===== src/rtl/mhsa_mem_pkg.sv =====
`default_nettype none
// ============================================================================
// Module   : mhsa_mem_pkg
// Purpose  : Shared BAR memory map and read-owner type for the bank arbiter.
// Revision : 1.0
// ============================================================================
package mhsa_mem_pkg;

  localparam int NUM_BARS = 4;

  localparam logic [31:0] BAR_LIMIT = 32'h4000;

  localparam logic [NUM_BARS-1:0][31:0] BAR_BASE = {
    32'h3000, 32'h2000, 32'h1000, 32'h0000
  };

  typedef enum logic {
    OWN_SOC = 1'b0,
    OWN_ACC = 1'b1
  } owner_e;

endpackage
`default_nettype wire


===== src/rtl/mhsa_bank_arbiter_if.sv =====
`default_nettype none
// ============================================================================
// Module   : mhsa_bank_arbiter_if
// Purpose  : SoC, accelerator and SRAM-side signals of the bank arbiter.
// Revision : 1.0
// ============================================================================
interface mhsa_bank_arbiter_if #(
  parameter int WIDTH  = 64,
  parameter int ADDR_W = 12
);
  import mhsa_mem_pkg::*;

  logic                                 acc_mode;
  logic                                 soc_req;
  logic                                 soc_write_en;
  logic [31:0]                          soc_addr;
  logic [WIDTH-1:0]                     soc_data_in;
  logic                                 soc_gnt;
  logic                                 soc_rvalid;
  logic [WIDTH-1:0]                     soc_data_out;
  logic                                 soc_err;
  logic [NUM_BARS-1:0]                  acc_req;
  logic [NUM_BARS-1:0]                  acc_write_en;
  logic [NUM_BARS-1:0][31:0]            acc_addr;
  logic [NUM_BARS-1:0][WIDTH-1:0]       acc_data_in;
  logic [NUM_BARS-1:0]                  acc_gnt;
  logic [NUM_BARS-1:0]                  acc_rvalid;
  logic [NUM_BARS-1:0][WIDTH-1:0]       acc_data_out;
  logic [NUM_BARS-1:0]                  mem_write_en;
  logic [NUM_BARS-1:0][ADDR_W-1:0]      mem_addr;
  logic [NUM_BARS-1:0][WIDTH-1:0]       mem_data_in;
  logic [NUM_BARS-1:0][WIDTH-1:0]       mem_data_out;

  modport slave (
    input  acc_mode,
    input  soc_req, soc_write_en, soc_addr, soc_data_in,
    output soc_gnt, soc_rvalid, soc_data_out, soc_err,
    input  acc_req, acc_write_en, acc_addr, acc_data_in,
    output acc_gnt, acc_rvalid, acc_data_out,
    output mem_write_en, mem_addr, mem_data_in,
    input  mem_data_out
  );

  modport master (
    output acc_mode,
    output soc_req, soc_write_en, soc_addr, soc_data_in,
    input  soc_gnt, soc_rvalid, soc_data_out, soc_err,
    output acc_req, acc_write_en, acc_addr, acc_data_in,
    input  acc_gnt, acc_rvalid, acc_data_out,
    input  mem_write_en, mem_addr, mem_data_in,
    output mem_data_out
  );

endinterface
`default_nettype wire


===== src/rtl/mhsa_bank_arb_slice.sv =====
`default_nettype none
// ============================================================================
// Module   : mhsa_bank_arb_slice
// Purpose  : One bank: SoC/acc priority with starvation override, read return.
// Revision : 1.0
// ============================================================================
module mhsa_bank_arb_slice
  import mhsa_mem_pkg::*;
#(
  parameter int WIDTH    = 64,
  parameter int ADDR_W   = 12,
  parameter int MAX_WAIT = 8
) (
  input  logic              clk,
  input  logic              rst_n,
  input  logic              acc_mode,
  input  logic              mode_chg,
  input  logic              soc_req,
  input  logic              soc_write_en,
  input  logic [ADDR_W-1:0] soc_addr,
  input  logic [WIDTH-1:0]  soc_data_in,
  output logic              soc_gnt,
  output logic              soc_rvalid,
  output logic [WIDTH-1:0]  soc_data_out,
  input  logic              acc_req,
  input  logic              acc_write_en,
  input  logic [ADDR_W-1:0] acc_addr,
  input  logic [WIDTH-1:0]  acc_data_in,
  output logic              acc_gnt,
  output logic              acc_rvalid,
  output logic [WIDTH-1:0]  acc_data_out,
  output logic              mem_write_en,
  output logic [ADDR_W-1:0] mem_addr,
  output logic [WIDTH-1:0]  mem_data_in,
  input  logic [WIDTH-1:0]  mem_data_out
);

  localparam int CNT_W = $clog2(MAX_WAIT + 1);

  logic [CNT_W-1:0] r_wait_cnt;
  logic [CNT_W-1:0] w_cnt_eff;
  logic [CNT_W-1:0] w_cnt_nxt;
  logic             w_conflict;
  logic             w_override;
  logic             w_rd_issue;
  logic             r_rd_pend;
  owner_e           r_rd_owner;

  always_comb begin
    w_conflict   = soc_req & acc_req;
    // A mode change discards accumulated starvation before it can trigger
    w_cnt_eff    = mode_chg ? '0 : r_wait_cnt;
    w_override   = w_conflict && (w_cnt_eff == CNT_W'(MAX_WAIT));
    acc_gnt      = acc_req & (~soc_req | (acc_mode ^ w_override));
    soc_gnt      = soc_req & ~acc_gnt;
    w_cnt_nxt    = (w_conflict && !w_override) ? (w_cnt_eff + CNT_W'(1)) : '0;
    w_rd_issue   = (acc_gnt & ~acc_write_en) | (soc_gnt & ~soc_write_en);
    mem_write_en = 1'b0;
    mem_addr     = '0;
    mem_data_in  = '0;
    if (acc_gnt) begin
      mem_write_en = acc_write_en;
      mem_addr     = acc_addr;
      mem_data_in  = acc_data_in;
    end else if (soc_gnt) begin
      mem_write_en = soc_write_en;
      mem_addr     = soc_addr;
      mem_data_in  = soc_data_in;
    end
  end

  always_ff @(posedge clk) begin
    if (!rst_n) begin
      r_wait_cnt <= '0;
      r_rd_pend  <= 1'b0;
      r_rd_owner <= OWN_SOC;
    end else begin
      r_wait_cnt <= w_cnt_nxt;
      r_rd_pend  <= w_rd_issue;
      r_rd_owner <= acc_gnt ? OWN_ACC : OWN_SOC;
    end
  end

  assign soc_rvalid   = r_rd_pend && (r_rd_owner == OWN_SOC);
  assign acc_rvalid   = r_rd_pend && (r_rd_owner == OWN_ACC);
  assign soc_data_out = soc_rvalid ? mem_data_out : '0;
  assign acc_data_out = acc_rvalid ? mem_data_out : '0;

endmodule
`default_nettype wire


===== src/rtl/mhsa_bank_arbiter.sv =====
`default_nettype none
// ============================================================================
// Module   : mhsa_bank_arbiter
// Purpose  : SoC/accelerator arbiter over the four BAR SRAMs (x, Wq, Wk, Wv).
// Revision : 1.0
// ============================================================================
module mhsa_bank_arbiter
  import mhsa_mem_pkg::*;
#(
  parameter int WIDTH    = 64,
  parameter int LENGTH   = 4096,
  parameter int MAX_WAIT = 8
) (
  input  logic               clk,
  input  logic               rst_n,
  mhsa_bank_arbiter_if.slave bus
);

  localparam int ADDR_W = $clog2(LENGTH);

  logic                           r_acc_mode;
  logic                           r_oor;
  logic                           w_in_range;
  logic                           w_oor_gnt;
  logic                           w_mode_chg;
  logic [NUM_BARS-1:0]            w_soc_bank_req;
  logic [NUM_BARS-1:0]            w_soc_gnt;
  logic [NUM_BARS-1:0]            w_soc_rvalid;
  logic [NUM_BARS-1:0][WIDTH-1:0] w_soc_rdata;
  logic [WIDTH-1:0]               w_soc_data;

  assign w_in_range = bus.soc_addr < BAR_LIMIT;
  assign w_oor_gnt  = bus.soc_req & ~w_in_range;
  assign w_mode_chg = bus.acc_mode ^ r_acc_mode;

  always_ff @(posedge clk) begin
    if (!rst_n) begin
      r_acc_mode <= 1'b0;
      r_oor      <= 1'b0;
    end else begin
      r_acc_mode <= bus.acc_mode;
      r_oor      <= w_oor_gnt;
    end
  end

  generate
    for (genvar i = 0; i < NUM_BARS; i++) begin : g_bank
      logic w_acc_addr_hi_unused;
      assign w_acc_addr_hi_unused = ^bus.acc_addr[i][31:ADDR_W];
      assign w_soc_bank_req[i] = bus.soc_req && w_in_range &&
                                 (bus.soc_addr[31:12] == BAR_BASE[i][31:12]);

      mhsa_bank_arb_slice #(
        .WIDTH    (WIDTH),
        .ADDR_W   (ADDR_W),
        .MAX_WAIT (MAX_WAIT)
      ) u_slice (
        .clk          (clk),
        .rst_n        (rst_n),
        .acc_mode     (bus.acc_mode),
        .mode_chg     (w_mode_chg),
        .soc_req      (w_soc_bank_req[i]),
        .soc_write_en (bus.soc_write_en),
        .soc_addr     (bus.soc_addr[ADDR_W-1:0]),
        .soc_data_in  (bus.soc_data_in),
        .soc_gnt      (w_soc_gnt[i]),
        .soc_rvalid   (w_soc_rvalid[i]),
        .soc_data_out (w_soc_rdata[i]),
        .acc_req      (bus.acc_req[i]),
        .acc_write_en (bus.acc_write_en[i]),
        .acc_addr     (bus.acc_addr[i][ADDR_W-1:0]),
        .acc_data_in  (bus.acc_data_in[i]),
        .acc_gnt      (bus.acc_gnt[i]),
        .acc_rvalid   (bus.acc_rvalid[i]),
        .acc_data_out (bus.acc_data_out[i]),
        .mem_write_en (bus.mem_write_en[i]),
        .mem_addr     (bus.mem_addr[i]),
        .mem_data_in  (bus.mem_data_in[i]),
        .mem_data_out (bus.mem_data_out[i])
      );
    end
  endgenerate

  // Slices zero their SoC data when not returning, so OR is a safe merge
  always_comb begin
    w_soc_data = '0;
    for (int i = 0; i < NUM_BARS; i++) begin
      w_soc_data = w_soc_data | w_soc_rdata[i];
    end
  end

  assign bus.soc_gnt      = w_oor_gnt | (|w_soc_gnt);
  assign bus.soc_rvalid   = r_oor | (|w_soc_rvalid);
  assign bus.soc_err      = r_oor;
  assign bus.soc_data_out = w_soc_data;

endmodule
`default_nettype wire


===== src/flat_wrapper.sv =====
// flat-port wrapper written by rule: the top's interface ports become plain ports
module mhsa_bank_arbiter_flat import mhsa_mem_pkg::*;
#(
  parameter int WIDTH    = 64,
  parameter int LENGTH   = 4096,
  parameter int MAX_WAIT = 8
)
  (clk, rst_n, bus_acc_mode, bus_soc_req, bus_soc_write_en, bus_soc_addr, bus_soc_data_in, bus_soc_gnt, bus_soc_rvalid, bus_soc_data_out, bus_soc_err, bus_acc_req, bus_acc_write_en, bus_acc_addr, bus_acc_data_in, bus_acc_gnt, bus_acc_rvalid, bus_acc_data_out, bus_mem_write_en, bus_mem_addr, bus_mem_data_in, bus_mem_data_out);
  mhsa_bank_arbiter_if #(.WIDTH(WIDTH), .ADDR_W((12))) bus_i ();
  input  logic clk;
  input  logic rst_n;
  input wire logic [$bits(bus_i.acc_mode)-1:0] bus_acc_mode;
  input wire logic [$bits(bus_i.soc_req)-1:0] bus_soc_req;
  input wire logic [$bits(bus_i.soc_write_en)-1:0] bus_soc_write_en;
  input wire logic [$bits(bus_i.soc_addr)-1:0] bus_soc_addr;
  input wire logic [$bits(bus_i.soc_data_in)-1:0] bus_soc_data_in;
  output wire logic [$bits(bus_i.soc_gnt)-1:0] bus_soc_gnt;
  output wire logic [$bits(bus_i.soc_rvalid)-1:0] bus_soc_rvalid;
  output wire logic [$bits(bus_i.soc_data_out)-1:0] bus_soc_data_out;
  output wire logic [$bits(bus_i.soc_err)-1:0] bus_soc_err;
  input wire logic [$bits(bus_i.acc_req)-1:0] bus_acc_req;
  input wire logic [$bits(bus_i.acc_write_en)-1:0] bus_acc_write_en;
  input wire logic [$bits(bus_i.acc_addr)-1:0] bus_acc_addr;
  input wire logic [$bits(bus_i.acc_data_in)-1:0] bus_acc_data_in;
  output wire logic [$bits(bus_i.acc_gnt)-1:0] bus_acc_gnt;
  output wire logic [$bits(bus_i.acc_rvalid)-1:0] bus_acc_rvalid;
  output wire logic [$bits(bus_i.acc_data_out)-1:0] bus_acc_data_out;
  output wire logic [$bits(bus_i.mem_write_en)-1:0] bus_mem_write_en;
  output wire logic [$bits(bus_i.mem_addr)-1:0] bus_mem_addr;
  output wire logic [$bits(bus_i.mem_data_in)-1:0] bus_mem_data_in;
  input wire logic [$bits(bus_i.mem_data_out)-1:0] bus_mem_data_out;
  assign bus_i.acc_mode = bus_acc_mode;
  assign bus_i.soc_req = bus_soc_req;
  assign bus_i.soc_write_en = bus_soc_write_en;
  assign bus_i.soc_addr = bus_soc_addr;
  assign bus_i.soc_data_in = bus_soc_data_in;
  assign bus_soc_gnt = bus_i.soc_gnt;
  assign bus_soc_rvalid = bus_i.soc_rvalid;
  assign bus_soc_data_out = bus_i.soc_data_out;
  assign bus_soc_err = bus_i.soc_err;
  assign bus_i.acc_req = bus_acc_req;
  assign bus_i.acc_write_en = bus_acc_write_en;
  assign bus_i.acc_addr = bus_acc_addr;
  assign bus_i.acc_data_in = bus_acc_data_in;
  assign bus_acc_gnt = bus_i.acc_gnt;
  assign bus_acc_rvalid = bus_i.acc_rvalid;
  assign bus_acc_data_out = bus_i.acc_data_out;
  assign bus_mem_write_en = bus_i.mem_write_en;
  assign bus_mem_addr = bus_i.mem_addr;
  assign bus_mem_data_in = bus_i.mem_data_in;
  assign bus_i.mem_data_out = bus_mem_data_out;
  mhsa_bank_arbiter #(.WIDTH(WIDTH), .LENGTH(LENGTH), .MAX_WAIT(MAX_WAIT)) u_core (.clk(clk), .rst_n(rst_n), .bus(bus_i));
endmodule

===== config.mk =====
export PLATFORM = sky130hd
export DESIGN_NAME = mhsa_bank_arbiter_flat
export DESIGN_NICKNAME = d
export VERILOG_FILES = /design/src/rtl/mhsa_mem_pkg.sv /design/src/rtl/mhsa_bank_arbiter_if.sv /design/src/rtl/mhsa_bank_arb_slice.sv /design/src/rtl/mhsa_bank_arbiter.sv /design/src/flat_wrapper.sv
export SDC_FILE = /design/constraint.sdc
export NUM_CORES = 1
export LEC_CHECK = 0
export ABC_AREA = 1
export ABC_CLOCK_PERIOD_IN_PS = 7650
export CAP_MARGIN = 20
export CORE_AREA = 2 2 542 544
export CTS_CLUSTER_SIZE = 12
export DETAILED_ROUTE_END_ITERATION = 16
export DIE_AREA = 0 0 544 546
export GPL_ROUTABILITY_DRIVEN = 0
export PLACE_DENSITY = 0.3
export SLEW_MARGIN = 30
export SYNTH_ARGS = -nofsm -noshare
export SYNTH_HDL_FRONTEND = slang
export SYNTH_SLANG_ARGS = --single-unit

===== constraint.sdc =====
create_clock -name clk -period 7.65 [get_ports clk]
set_input_delay 2.295 -clock clk [delete_from_list [all_inputs] [get_ports clk]]
set_output_delay 2.295 -clock clk [all_outputs]
set_load 0.05 [all_outputs]

==> metrics.log <==
[metrics] type of element capturing the critical path: primary output
[metrics] GR Layer Usage met1: 13.1%
[metrics] Final HPWL DP: 185,000 µm
[metrics] startpoint type of the worst setup path: primary input
[metrics] count of buffers from port buffering: 1,307
[metrics] cell at the root of the clock tree: clkbuf_16
[metrics] worst setup slack before clock tree synthesis: -0.0548 ns
[metrics] length of the first detailed-routing pass in iterations: 7
[metrics] post-route fraction of the period consumed by the critical path: 97.9%
[metrics] Synth Net Count: 2,798
[metrics] via count of the first global-routing pass: 19,500
[metrics] Post-Syn Instances: 2,041
[metrics] path category of the worst min-delay check: flop to flop
[metrics] maximum number of pins on one net before global-route repair: 55
[metrics] clock tree from TritonCTS: yes
[metrics] Required @ worst endpoint: 5.36 ns
[metrics] setup repair after global routing missed its margin: false
[metrics] final-report setup violation count: 0
[metrics] part of the Yosys area used for sequential elements: 5.80%
[metrics] maximum fanout count along the critical path: 21
[metrics] htree depth: 1
[metrics] flip-flop and latch count after synthesis: 26
[metrics] post-layout minimum cycle time: 7.49 ns
[metrics] Max-Cap Viols: 0
[metrics] number of synthesized flops with an enable pin: 0
[metrics] final worst-path setup slack: 0.162 ns
[metrics] standard cell core area: 292,000 µm²
[metrics] post-synthesis cell type count: 28
[metrics] fmax: 0.134 GHz
[metrics] run status: complete, no violations
[metrics] peak-usage layer in the global routing report: met2
[metrics] remaining number of nets flagged by the antenna check after routing: 0
[metrics] routed len/inst: 28.0 µm
[metrics] max_slew headroom: 34.2%
[metrics] total global-route track usage: 13.1%
[metrics] power consumption: 2.17 mW
[metrics] number of hold buffers added after cts: 0
[metrics] max-slew violation count: 0
[metrics] Critical Path AT: 5.19 ns
[metrics] share of synthesized flip-flops with an asynchronous set or reset: 0%
[metrics] area added between synthesis and finish: 246%
[metrics] synth warn: 0
[metrics] final WL: 205,000 µm
[metrics] clock latency of the later-clocked register in the worst-skew pair: 0.27 ns
[metrics] overflow left after global routing: 0
[metrics] Clock Skews: 0.00186 ns
[metrics] first-pass GRT wire length: 245,000 µm
[metrics] number of buffers created by CTS: 3
[metrics] count of nets after finishing: 4,112
[metrics] area of the die: 297,000 µm²
[metrics] Finished Core Util: 10.7%
[metrics] detailed-route via count: 19,300
[metrics] reported leakage power: 13.1 nW
[metrics] worst hold path startpoint: u_core.g_bank[3].u_slice.r_wait_cnt[1]
[metrics] Die Y-Extent: 546 µm
[metrics] maximum number of buffers from clock root to sink: 2
[metrics] starting density of the core: 3.07%
[metrics] Max rail drop VDD: 0.0000729 V
[metrics] post-CTS clock slew at the launch and capture registers of the worst setup and hold paths: 0.07 ns
[metrics] number of rows created at floorplan: 199
[metrics] met2 routing resource usage after global routing: 25.1%
[metrics] average vias per placed instance: 2.64
[metrics] Die X-Extent: 544 µm
[metrics] Synth Area per Inst: 4.40 µm²
[metrics] drt first-iter violations: 1,145
[metrics] GR met3 Demand/Resource: 4.73%
[metrics] total clock sinks: 26
[metrics] worst slew pin tran: 0.979 ns
[metrics] total power density per cell area: 69.8 nW/µm²
[metrics] area of the mapped netlist: 8980 µm²
[metrics] origin of the worst setup path: bus_soc_addr[20]
[metrics] io pins: 1,388
[metrics] Worst Setup Path Type: primary input to primary output
[metrics] launch instance of the worst register-to-register path: u_core.r_acc_mode
[metrics] Hold Slack: 0.518 ns
[metrics] top flip-flop cell by instance count after synthesis: dfxtp_1
[metrics] DRC violation count after routing: 0
[metrics] share of post-route cells with drive strength above 1: 15.5%
[metrics] number of hold-slack violations in the final timing report: 0
[metrics] number of antenna violations at the first check in global routing: 143
[registers in the layout, summed over array words and instances (netlist names)]
| register | flops |
|---|---|
| u_core.g_bank.u_slice.r_wait_cnt | 16 |
| u_core.g_bank.u_slice.r_rd_owner | 4 |
| u_core.g_bank.u_slice.r_rd_pend | 4 |
| u_core.bus.soc_err | 1 |
| u_core.r_acc_mode | 1 |
[worst paths after layout]
kind / depth (start not counted) / end / slack, ns
worst max-delay path: 13 / bus_mem_data_in[127] / 0.16
worst min-delay path: 2 / u_core.g_bank[3].u_slice.r_wait_cnt[3] / 0.52
worst max register to register: 14 / u_core.g_bank[3].u_slice.r_rd_pend / 5.32
worst min register to register: 2 / u_core.g_bank[3].u_slice.r_wait_cnt[3] / 0.52
[cells in the mapped netlist, types with 2 or more instances]
cell | number | area share [%]
o22ai_1 | 56 | 3.9
dfxtp_1 | 26 | 5.8
buf_1 | 12 | 0.50
buf_6 | 15 | 1.9
inv_1 | 316 | 13
buf_4 | 20 | 1.7
o21a_1 | 3 | 0.25
a21oi_2 | 4 | 0.39
nor2_1 | 306 | 13
a21oi_1 | 70 | 3.9
nor2_4 | 3 | 0.38
nand4_1 | 13 | 0.91
nand2_1 | 904 | 38
buf_2 | 43 | 2.4
ha_1 | 8 | 1.1
xor2_1 | 3 | 0.29
clkbuf_1 | 52 | 2.2
o21ai_0 | 77 | 4.3
nand2_2 | 5 | 0.35
nand3_1 | 96 | 5.4
nor3_1 | 2 | 0.11
[area by class of cell]
class | instances | area [µm²]
Antenna cell | 34 | 85.1
Clock buffer | 4 | 88.8
Fill cell | 34200 | 261000
Inverter | 318 | 1200
Multi-Input combinational cell | 1555 | 6610
Sequential cell | 26 | 520
Tap cell | 3919 | 4900
Timing Repair Buffer | 1451 | 17700
[cells by family after synthesis]
group	synth area share, %
buffers and inverters	21.9
AOI/OAI and AO/OA	12.7
and+or+nand+nor	58.0
xor gates and xnor gates	0.390
DFF	5.80
adders and majority gates	1.11
[metrics by stage]
step / setup TNS, ns / instance area (µm²) / cells
after global routing: 0 / 31100 / 7289
final: 0 / 31100 / 7307
after detailed placement: -0.0586 / 30900 / 7269
after CTS: 0 / 31000 / 7273
after floorplan: 0 / 8980 / 2041
after global placement: -0.0315 / 30900 / 7269
[per-layer routing]
layer,vias to the layer above,part of all wire [%]
li1,8766,-
met1,8910,35
met2,1278,52
met3,280,9.6
met4,42,3.7
met5,-,0.13
[report_power, final]
part	internal (mW)	total, mW	leakage, nW	switching (mW)
Sequential	0.138	0.141	0.212	0.00269
Combinational	0.783	1.90	12.8	1.12
Clock	0.0802	0.132	0.0444	0.0514
Total	1.00	2.17	13.1	1.17
[what timing repair did]
action	4_1_cts	5_1_grt
endpoints found under the setup margin	3	5
resized for setup	2	3
buffers inserted	0	0
[layout by cell type (no fill, tap or decap), types with 2 or more instances in the layout]
cell type,n
clkdlybuf4s50_1,966
nand2_1,897
buf_12,350
inv_1,314
nor2_1,302
buf_4,133
nand3_1,96
o21ai_0,77
a21oi_1,70
o22ai_1,56
diode_2,34
dfxtp_1,26
nand4_1,13
ha_1,8
nand2_2,7
nand2_4,5
nor2_4,4
nor2_2,4
a21oi_4,4
o21a_4,3
xor2_1,3
clkbuf_16,3
nor3_1,2
inv_4,2
clkinv_2,2
[worst max-delay path, cell delays in order]
cell,delay [ns]
clkdlybuf4s50_1,0.40
nor2_1,0.45
buf_4,0.21
nand3_1,0.06
nor2_1,0.23
nand4_1,0.30
a21oi_4,0.26
buf_12,0.19
buf_12,0.18
nand2_1,0.10
nand2_2,0.21
buf_12,0.14
buf_12,0.12
Power figures use the tool's default switching activity.
